[config.mk]
export PLATFORM = sky130hd
export DESIGN_NAME = ifconv_round_flat
export DESIGN_NICKNAME = d
export VERILOG_FILES = /design/src/rtl/ifconv_round_if.sv /design/src/rtl/ifconv_round.sv /design/src/flat_wrapper.sv
export SDC_FILE = /design/constraint.sdc
export NUM_CORES = 1
export LEC_CHECK = 0
export BUFFER_PORTS_ARGS = -buffer_cell sky130_fd_sc_hd__buf_2
export CORE_UTILIZATION = 45
export CTS_BUF_LIST = sky130_fd_sc_hd__clkbuf_8
export DETAILED_ROUTE_END_ITERATION = 8
export PLACE_DENSITY = 0.73
export SETUP_SLACK_MARGIN = 0.3
export SYNTH_ARGS = -nofsm -noshare
export SYNTH_HDL_FRONTEND = slang
export SYNTH_SLANG_ARGS = --single-unit
[constraint.sdc]
create_clock -name clk -period 6 [get_ports clk]
set_input_delay 0.6 -clock clk [delete_from_list [all_inputs] [get_ports clk]]
set_output_delay 0.6 -clock clk [all_outputs]
set_load 0.05 [all_outputs]
[src/rtl/ifconv_round_if.sv]
// Bus between the int-to-float normaliser and the rounding/pack stage.
// Carries the unrounded operand in and the packed, typed result out.
`ifndef PTYPE_SNGL
`define PTYPE_SNGL 2'd1
`endif
`ifndef PTYPE_DBL
`define PTYPE_DBL 2'd2
`endif
`ifndef PTYPE_EXT
`define PTYPE_EXT 2'd3
`endif

interface ifconv_round_if;
    logic        en;
    logic        sgn;
    logic [15:0] expn;
    logic [63:0] mant;
    logic        is_zero;
    logic        toSNG;
    logic        toDBL;
    logic        toEXT;
    logic [1:0]  rmode;
    logic [81:0] res;
    logic [1:0]  rtyp;
    logic        vld;
    logic        inexact;

    modport master (
        output en, sgn, expn, mant, is_zero, toSNG, toDBL, toEXT, rmode,
        input  res, rtyp, vld, inexact
    );

    modport slave (
        input  en, sgn, expn, mant, is_zero, toSNG, toDBL, toEXT, rmode,
        output res, rtyp, vld, inexact
    );
endinterface

[src/rtl/ifconv_round.sv]
// Two-stage round-and-pack after the int-to-float normaliser: stage 1 decides
// the increment per target precision, stage 2 applies it and packs to 82 bits.
module ifconv_round (
    input logic           clk,
    input logic           rst,
    input logic           clkEn,
    ifconv_round_if.slave bus
);
    localparam int SNG_LSB = 40;
    localparam int DBL_LSB = 11;

    typedef enum logic [1:0] {TGT_SNG, TGT_DBL, TGT_EXT} tgt_e;

    // stage-1 next-state
    tgt_e        tgt_d;
    logic        lsb_b, grd, stk, inc_d, inx_d;
    logic [63:0] trunc_d;

    // stage-1 registers
    logic        s1_vld, s1_sgn, s1_zero, s1_inc, s1_inx;
    logic [15:0] s1_expn;
    logic [63:0] s1_mant;
    tgt_e        s1_tgt;

    // stage-2 combinational result
    logic [64:0] step, sum;
    logic [63:0] m_rnd;
    logic [15:0] e_rnd;
    logic [81:0] res_d;
    logic [1:0]  rtyp_d;

    // output registers
    logic        vld_q, inx_q;
    logic [81:0] res_q;
    logic [1:0]  rtyp_q;

    always_comb begin
        // NOTE: every variable gets a default first so no path infers a latch.
        tgt_d   = TGT_EXT;
        lsb_b   = 1'b0;
        grd     = 1'b0;
        stk     = 1'b0;
        inc_d   = 1'b0;
        trunc_d = bus.mant;
        case ({bus.toSNG, bus.toDBL, bus.toEXT})
            3'b100:  tgt_d = TGT_SNG;
            3'b010:  tgt_d = TGT_DBL;
            default: tgt_d = TGT_EXT;
        endcase
        case (tgt_d)
            TGT_SNG: begin
                lsb_b   = bus.mant[SNG_LSB];
                grd     = bus.mant[SNG_LSB-1];
                stk     = |bus.mant[SNG_LSB-2:0];
                trunc_d = {bus.mant[63:SNG_LSB], {SNG_LSB{1'b0}}};
            end
            TGT_DBL: begin
                lsb_b   = bus.mant[DBL_LSB];
                grd     = bus.mant[DBL_LSB-1];
                stk     = |bus.mant[DBL_LSB-2:0];
                trunc_d = {bus.mant[63:DBL_LSB], {DBL_LSB{1'b0}}};
            end
            default: ;
        endcase
        case (bus.rmode)
            2'd0: inc_d = grd & (stk | lsb_b);
            2'd1: inc_d = 1'b0;
            2'd2: inc_d = bus.sgn & (grd | stk);
            2'd3: inc_d = ~bus.sgn & (grd | stk);
            default: inc_d = 1'b0;
        endcase
        inx_d = grd | stk;
        if (bus.is_zero) begin
            inc_d = 1'b0;
            inx_d = 1'b0;
        end
    end

    always_comb begin
        step = 65'd1;
        case (s1_tgt)
            TGT_SNG: step = 65'd1 << SNG_LSB;
            TGT_DBL: step = 65'd1 << DBL_LSB;
            default: step = 65'd1;
        endcase
        sum = {1'b0, s1_mant} + (s1_inc ? step : 65'd0);
        // Carry out of the mantissa renormalises to 1.0 at the next exponent.
        m_rnd = sum[64] ? 64'h8000_0000_0000_0000 : sum[63:0];
        e_rnd = sum[64] ? s1_expn + 16'd1 : s1_expn;
        res_d  = '0;
        rtyp_d = `PTYPE_EXT;
        case (s1_tgt)
            TGT_SNG: begin
                res_d  = {49'b0, e_rnd[15], s1_sgn, e_rnd[7:0], m_rnd[62:SNG_LSB]};
                rtyp_d = `PTYPE_SNGL;
            end
            TGT_DBL: begin
                res_d  = {16'b0, e_rnd[15], s1_sgn, e_rnd[10:0], m_rnd[62:43],
                          1'b0, m_rnd[42:DBL_LSB]};
                rtyp_d = `PTYPE_DBL;
            end
            default: begin
                res_d  = {s1_sgn, e_rnd[14:0], e_rnd[15], m_rnd[63:32], 1'b0, m_rnd[31:0]};
                rtyp_d = `PTYPE_EXT;
            end
        endcase
        if (s1_zero) res_d = '0;
    end

    // NOTE: the payload registers are reset along with the valids so the
    // outputs read as zero straight out of reset rather than X.
    always_ff @(posedge clk or posedge rst) begin
        if (rst) begin
            s1_vld  <= 1'b0;
            s1_sgn  <= 1'b0;
            s1_expn <= '0;
            s1_mant <= '0;
            s1_tgt  <= TGT_SNG;
            s1_zero <= 1'b0;
            s1_inc  <= 1'b0;
            s1_inx  <= 1'b0;
            vld_q   <= 1'b0;
            res_q   <= '0;
            rtyp_q  <= '0;
            inx_q   <= 1'b0;
        end else if (clkEn) begin
            // NOTE: non-blocking assignments so both stages sample pre-edge values.
            s1_vld <= bus.en;
            if (bus.en) begin
                s1_sgn  <= bus.sgn;
                s1_expn <= bus.expn;
                s1_mant <= trunc_d;
                s1_tgt  <= tgt_d;
                s1_zero <= bus.is_zero;
                s1_inc  <= inc_d;
                s1_inx  <= inx_d;
            end
            vld_q <= s1_vld;
            if (s1_vld) begin
                res_q  <= res_d;
                rtyp_q <= rtyp_d;
                inx_q  <= s1_inx;
            end
        end
    end

    assign bus.vld     = vld_q;
    assign bus.res     = res_q;
    assign bus.rtyp    = rtyp_q;
    assign bus.inexact = inx_q;
endmodule
[src/flat_wrapper.sv]
// flat-port wrapper written by rule: the top's interface ports become plain ports
module ifconv_round_flat 
  (clk, rst, clkEn, bus_en, bus_sgn, bus_expn, bus_mant, bus_is_zero, bus_toSNG, bus_toDBL, bus_toEXT, bus_rmode, bus_res, bus_rtyp, bus_vld, bus_inexact);
  ifconv_round_if bus_i ();
  input logic clk;
  input logic rst;
  input logic clkEn;
  input wire logic [$bits(bus_i.en)-1:0] bus_en;
  input wire logic [$bits(bus_i.sgn)-1:0] bus_sgn;
  input wire logic [$bits(bus_i.expn)-1:0] bus_expn;
  input wire logic [$bits(bus_i.mant)-1:0] bus_mant;
  input wire logic [$bits(bus_i.is_zero)-1:0] bus_is_zero;
  input wire logic [$bits(bus_i.toSNG)-1:0] bus_toSNG;
  input wire logic [$bits(bus_i.toDBL)-1:0] bus_toDBL;
  input wire logic [$bits(bus_i.toEXT)-1:0] bus_toEXT;
  input wire logic [$bits(bus_i.rmode)-1:0] bus_rmode;
  output wire logic [$bits(bus_i.res)-1:0] bus_res;
  output wire logic [$bits(bus_i.rtyp)-1:0] bus_rtyp;
  output wire logic [$bits(bus_i.vld)-1:0] bus_vld;
  output wire logic [$bits(bus_i.inexact)-1:0] bus_inexact;
  assign bus_i.en = bus_en;
  assign bus_i.sgn = bus_sgn;
  assign bus_i.expn = bus_expn;
  assign bus_i.mant = bus_mant;
  assign bus_i.is_zero = bus_is_zero;
  assign bus_i.toSNG = bus_toSNG;
  assign bus_i.toDBL = bus_toDBL;
  assign bus_i.toEXT = bus_toEXT;
  assign bus_i.rmode = bus_rmode;
  assign bus_res = bus_i.res;
  assign bus_rtyp = bus_i.rtyp;
  assign bus_vld = bus_i.vld;
  assign bus_inexact = bus_i.inexact;
  ifconv_round u_core (.clk(clk), .rst(rst), .clkEn(clkEn), .bus(bus_i));
endmodule
# Word-level counts from Yosys, hierarchy flattened
# Cells that the tools add are included.
# op_classes
n_reduce_logical	7
mux	15
bitwise	6
eq_ne	7
addsub	2
# op_table
operator	count
82-bit case mux with 2 select lines	1
82-bit two-way mux	1
41-bit case mux with 2 select lines	1
40-bit case mux with 2 select lines	1
64-bit by 65-bit adder with 65-bit output	1
64-bit two-way mux	1
41-bit two-way mux	1
39-bit OR reduction	1
16-bit by 1-bit adder with 16-bit output (second input constant)	1
16-bit two-way mux	1
10-bit OR reduction	1
2-bit case mux with 2 select lines	2
2-bit by 1-bit equality test with 1-bit output (second input constant)	3
2-bit zero test	3
1-bit case mux with 2 select lines	3
2-bit equality test (second input constant)	2
1-bit case mux with 4 select lines	1
2-bit AND reduction	2
1-bit AND	3
3-bit by 2-bit equality test with 1-bit output (second input constant)	1
3-bit equality test (second input constant)	1
1-bit two-way mux	2
1-bit bitwise OR	2
1-bit NOT	1
# word_totals
wordCells	49
ff_bits	173
output_inout_bits	86

# Depth between registers and ports, before layout
# depth
ltp_word	8
mapped_depth	14
ltp_nobuf	10

# Worst setup path before layout
# No wires, ideal clock.
# synth_path
kind	reg-to-reg
start	register u_core.s1_tgt[1]
end	register u_core.res_q[54] (netlist: u_core.bus.res[54])
setup_ps	126
required_time_ps	5874
path_slack_ps	2723
path_stages_with_launch	15
period_less_slack_ps	3277
arrival_ps	3151
path_cell_list	dfrtp_1 > clkbuf_1 > clkbuf_1 > and2_1 > ha_1 > ha_1 > nand4_1 > o31ai_4 > a41oi_4 > or2_1 > buf_2 > buf_6 > a21oi_2 > nor2_1 > a221o_1
# synth_via
elab_chain_len	7
word_cells_on_any_way	9
# synth_rtl
item	line_no	source
from (decl)	ifconv_round.sv:23	tgt_e s1_tgt;
from (signal assigned)	ifconv_round.sv:133	s1_tgt <= tgt_d;
2-bit by 1-bit equality test with 1-bit output / 2-bit zero test (equally long branches)	ifconv_round.sv:81, ifconv_round.sv:92	
41-bit case mux with 2 select lines	ifconv_round.sv:81	case (s1_tgt)
41-bit two-way mux	ifconv_round.sv:86	sum = {1'b0, s1_mant} + (s1_inc ? step : 65'd0);
64-bit by 65-bit adder with 65-bit output	ifconv_round.sv:86	
64-bit two-way mux / 16-bit two-way mux (equally long branches)	ifconv_round.sv:88, ifconv_round.sv:89	
82-bit case mux with 2 select lines (*)	ifconv_round.sv:92	case (s1_tgt)
82-bit two-way mux (*)	ifconv_round.sv:107	if (s1_zero) res_d = '0;
to (signal assigned)	ifconv_round.sv:140	res_q <= res_d;
to (decl)	ifconv_round.sv:34	logic [81:0] res_q;
# Every way passes the cells marked *; elsewhere a longest branch is shown, timed or not.
# A chain may end at the register's enable or synchronous reset.

# Final worst setup path
# layout_path
start	register u_core.s1_tgt[1]
end	register u_core.res_q[26] (netlist: u_core.bus.res[26])
# The elaborated chain is that of the path after synthesis.

==> impl_metrics.toml <==
[timing]
slew_violations = 0
setup_viol = 0
tightest_slew_ps = 1140
max_freq_mhz = 235
hold_viol = 0
tns_ps = 0
post-route-period-util_pct = 71.1
slew_headroom_pct = 24.1
finalClockSkew_ps = 14.6
rsz0062_at_grt = "no"
fin_crit_ps = 4260

[route]
wl_met2_um = 12200
postRouteAntennaNets = 0
via_per_inst = 6.08
dr.first_iter.drc_count = 991
drc = 0
wl_met3_um = 2110
num_vias = 7902
dr.pass1.iters = 6
wl_met1_um = 12000
wire_per_inst_um = 21.0
wl_um = 27200
highest_layer = "met4"

[clocking]
clk_latency_ps = 480
postCtsHoldBufs = 0
clkTransAtPathRegs_ps = 100
htree_levels = 4
cts_tree = "yes"
cts.sinks = 173
numCtsBuffers = 17
cts_buffer_depth = 2
cts_resized = 0
root_buffer = "clkbuf_8"
cts_setup_buffers = 0

[grt]
overflow = 0
antenna_found_initial = 0
gr-usage-all-layers_pct = 27.5
grt_pass1_wl_um = 42100
grt_max_degree = 95
first_global_vias = 7300

[synthesis]
ys_async_sr_fraction_pct = 100
yosysSeqAreaShare_pct = 48.5
syn_nets = 967
synth.distinct_cells = 65
netlist_instances = 871
ys_seq_elements = 173
syn_area_per_cell_um2 = 10.2
yosysWarnings = 0
syn_area_mm2 = 0.00892
synth_flop_cell = "dfrtp_1"
synth_edf_count = 0

[final_layout]
mostFrequentLayoutCell = "buf_2"
fillCellCount = 1731
antenna_cells = 0
finish.instance_area_mm2 = 0.0104
drive_above_1_share_pct = 26.9
fin_nets = 1118
final_cell_mix = "176 x buf_2, 173 x dfrtp_1, 82 x nand2_1, 53 x nor2_1, 51 x o21ai_0"
syn_to_final_growth_pct = 16.7

[die]
start_util_pct = 45.8
design.die.area_mm2 = 0.0204
core_area_mm2 = 0.0195
rows = 51
die_w_um = 143
pin_count = 177
die_h_um = 143

[placement]
port_buffers = 176
routabilityCongestion = 0.928
dp_hpwl_um = 20000
place_area_mm2 = 0.0100

[critical_path]
path_class = "reg2reg"
cp.arrival_ps = 4640
worstPathMaxFanout = 28
path_common_cell = "ha_1"
path_cells = "and2_1 -> ha_1 -> ha_1 -> nand4_1 -> o31ai_4 -> a41oi_4 -> or2_1 -> nand2_2 -> o22ai_1 -> a211o_1"
crit_path_top_delay_cell = "dfrtp_1"
crit_path_end_kind = "flip-flop"
crit_path_start_kind = "flip-flop"
critPathTopFamily = "simple AND/OR/NAND/NOR gates"
path_buf_inv = 0
required_ps = 6380
critPathMaxStageDelay_ps = 910

[pwr]
p_leak_nw = 4.62
power_per_cell_area_mw_per_mm2 = 336
ir_drop_uv = 152

[worst_hold_path]
hold_path.class = "in2async"

[outcome]
outcome = "complete, no violations"

[run]
drv_cap = 0
[where the power goes]
group / internal [mW] / total, mW / switching, mW
sequential: 1.35 / 1.58 / 0.221
clock: 0.424 / 0.877 / 0.453
combinational: 0.310 / 1.04 / 0.731
total: 2.09 / 3.49 / 1.41
[registers in the layout (all words and copies together), names as in the netlist]
| signal | flops |
|---|---|
| u_core.s1_mant | 64 |
| u_core.s1_tgt | 2 |
| u_core.s1_zero | 1 |
| u_core.bus.rtyp | 2 |
| u_core.s1_vld | 1 |
| u_core.bus.vld | 1 |
| u_core.s1_sgn | 1 |
| u_core.s1_expn | 16 |
| u_core.bus.res | 82 |
| u_core.s1_inx | 1 |
| u_core.bus.inexact | 1 |
| u_core.s1_inc | 1 |
[stage by stage]
step | total power [mW] | worst slack [ps] | std cells | hold slack (ps) | utilization [%]
2_1_floorplan | 2.28 | 712 | 871 | 445 | -
3_3_place_gp | 2.61 | 2000 | 1268 | 457 | 51.4
3_5_place_dp | 2.63 | 1830 | 1268 | 454 | 51.4
4_1_cts | 3.49 | 1820 | 1299 | 320 | 53.5
5_1_grt | 3.62 | 1500 | 1299 | 335 | 53.5
6_report | 3.49 | 1740 | 1299 | 292 | 53.5
[routing by layer]
metal | global-route usage [%] | vias up
met5 | 0 | -
met4 | 11.4 | 0
met3 | 4.86 | 74
met2 | 41.0 | 417
met1 | 39.3 | 3891
li1 | - | 3520
[synthesized netlist by cell type (3+ instances only)]
| cell type | count | area (um^2) |
|---|---|---|
| a32o_1 | 7 | 70.1 |
| nor4_1 | 13 | 81.3 |
| and4_1 | 8 | 70.1 |
| o2111ai_1 | 5 | 43.8 |
| nand4_1 | 17 | 106 |
| nor2_1 | 53 | 199 |
| nand2_1 | 84 | 315 |
| clkbuf_1 | 39 | 146 |
| a22o_1 | 45 | 394 |
| o22ai_1 | 4 | 25.0 |
| buf_2 | 8 | 40.0 |
| o31ai_1 | 4 | 30.0 |
| nor3_1 | 20 | 100 |
| nor2b_1 | 3 | 18.8 |
| xor2_1 | 30 | 263 |
| nor3b_1 | 4 | 30.0 |
| and2_1 | 5 | 31.3 |
| nand3_1 | 29 | 145 |
| buf_1 | 3 | 11.3 |
| o211ai_1 | 7 | 52.6 |
| o21a_1 | 5 | 37.5 |
| or2_2 | 3 | 18.8 |
| a211o_1 | 4 | 35.0 |
| xnor2_1 | 47 | 412 |
| a21oi_1 | 21 | 105 |
| dfrtp_1 | 173 | 4330 |
| a211oi_1 | 4 | 30.0 |
| o21ai_1 | 18 | 90.1 |
| a22oi_1 | 21 | 158 |
| and3_1 | 11 | 68.8 |
| inv_1 | 16 | 60.1 |
| o21ai_0 | 51 | 255 |
| mux2_2 | 45 | 507 |
| ha_1 | 5 | 62.6 |
| a221o_1 | 10 | 100 |
| o221ai_1 | 12 | 105 |
[worst register-to-register path: cells and delay by family, from the launching register on]
| kind | cells | cell delay, ps |
|---|---|---|
| DFF | 1 | 910 |
| adders and majority gates | 2 | 420 |
| and+or+nand+nor | 4 | 1520 |
| AOI/OAI and AO/OA | 4 | 1310 |
[final timing paths]
kind	slack, ps	end	cells after the start	start
min in group clk	340	u_core.s1_inx$_DFFE_PP0P_	2	bus_is_zero
hold reg to reg	480	u_core.bus.res[51]$_DFFE_PP0P_	2	u_core.bus.res[51]$_DFFE_PP0P_
setup / recovery	1740	u_core.bus.res[26]$_DFFE_PP0P_	10	u_core.s1_tgt[1]$_DFFE_PP0P_
max in group asynchronous	4180	u_core.s1_mant[56]$_DFFE_PP0P_	3	rst
setup reg to reg	1740	u_core.bus.res[26]$_DFFE_PP0P_	10	u_core.s1_tgt[1]$_DFFE_PP0P_
hold / removal	290	u_core.s1_inx$_DFFE_PP0P_	2	rst
[cell type report]
class / count / area [um^2] / share of cell area [%]
Clock buffer: 18 / 248 / 2.38
Clock inverter: 13 / 166 / 1.60
Inverter: 16 / 65.1 / 0.625
Multi-Input combinational cell: 630 / 4330 / 41.6
Sequential cell: 173 / 4330 / 41.6
Tap cell: 265 / 332 / 3.18
Timing Repair Buffer: 184 / 941 / 9.04
[logic make-up (layout without fill, tap and decap cells)]
kind of cell | after synthesis | after routing | share of synthesized area (%)
XOR/XNOR | 77 | 77 | 7.56
flip-flops | 173 | 173 | 48.5
buffers and inverters | 68 | 231 | 3.10
AND/OR/NAND/NOR | 265 | 265 | 14.9
AO/OA/AOI/OAI | 236 | 236 | 19.3
multiplexers | 47 | 47 | 5.90
adder cells (fa/ha/maj) | 5 | 5 | 0.701
Power figures use the tool's default switching activity.
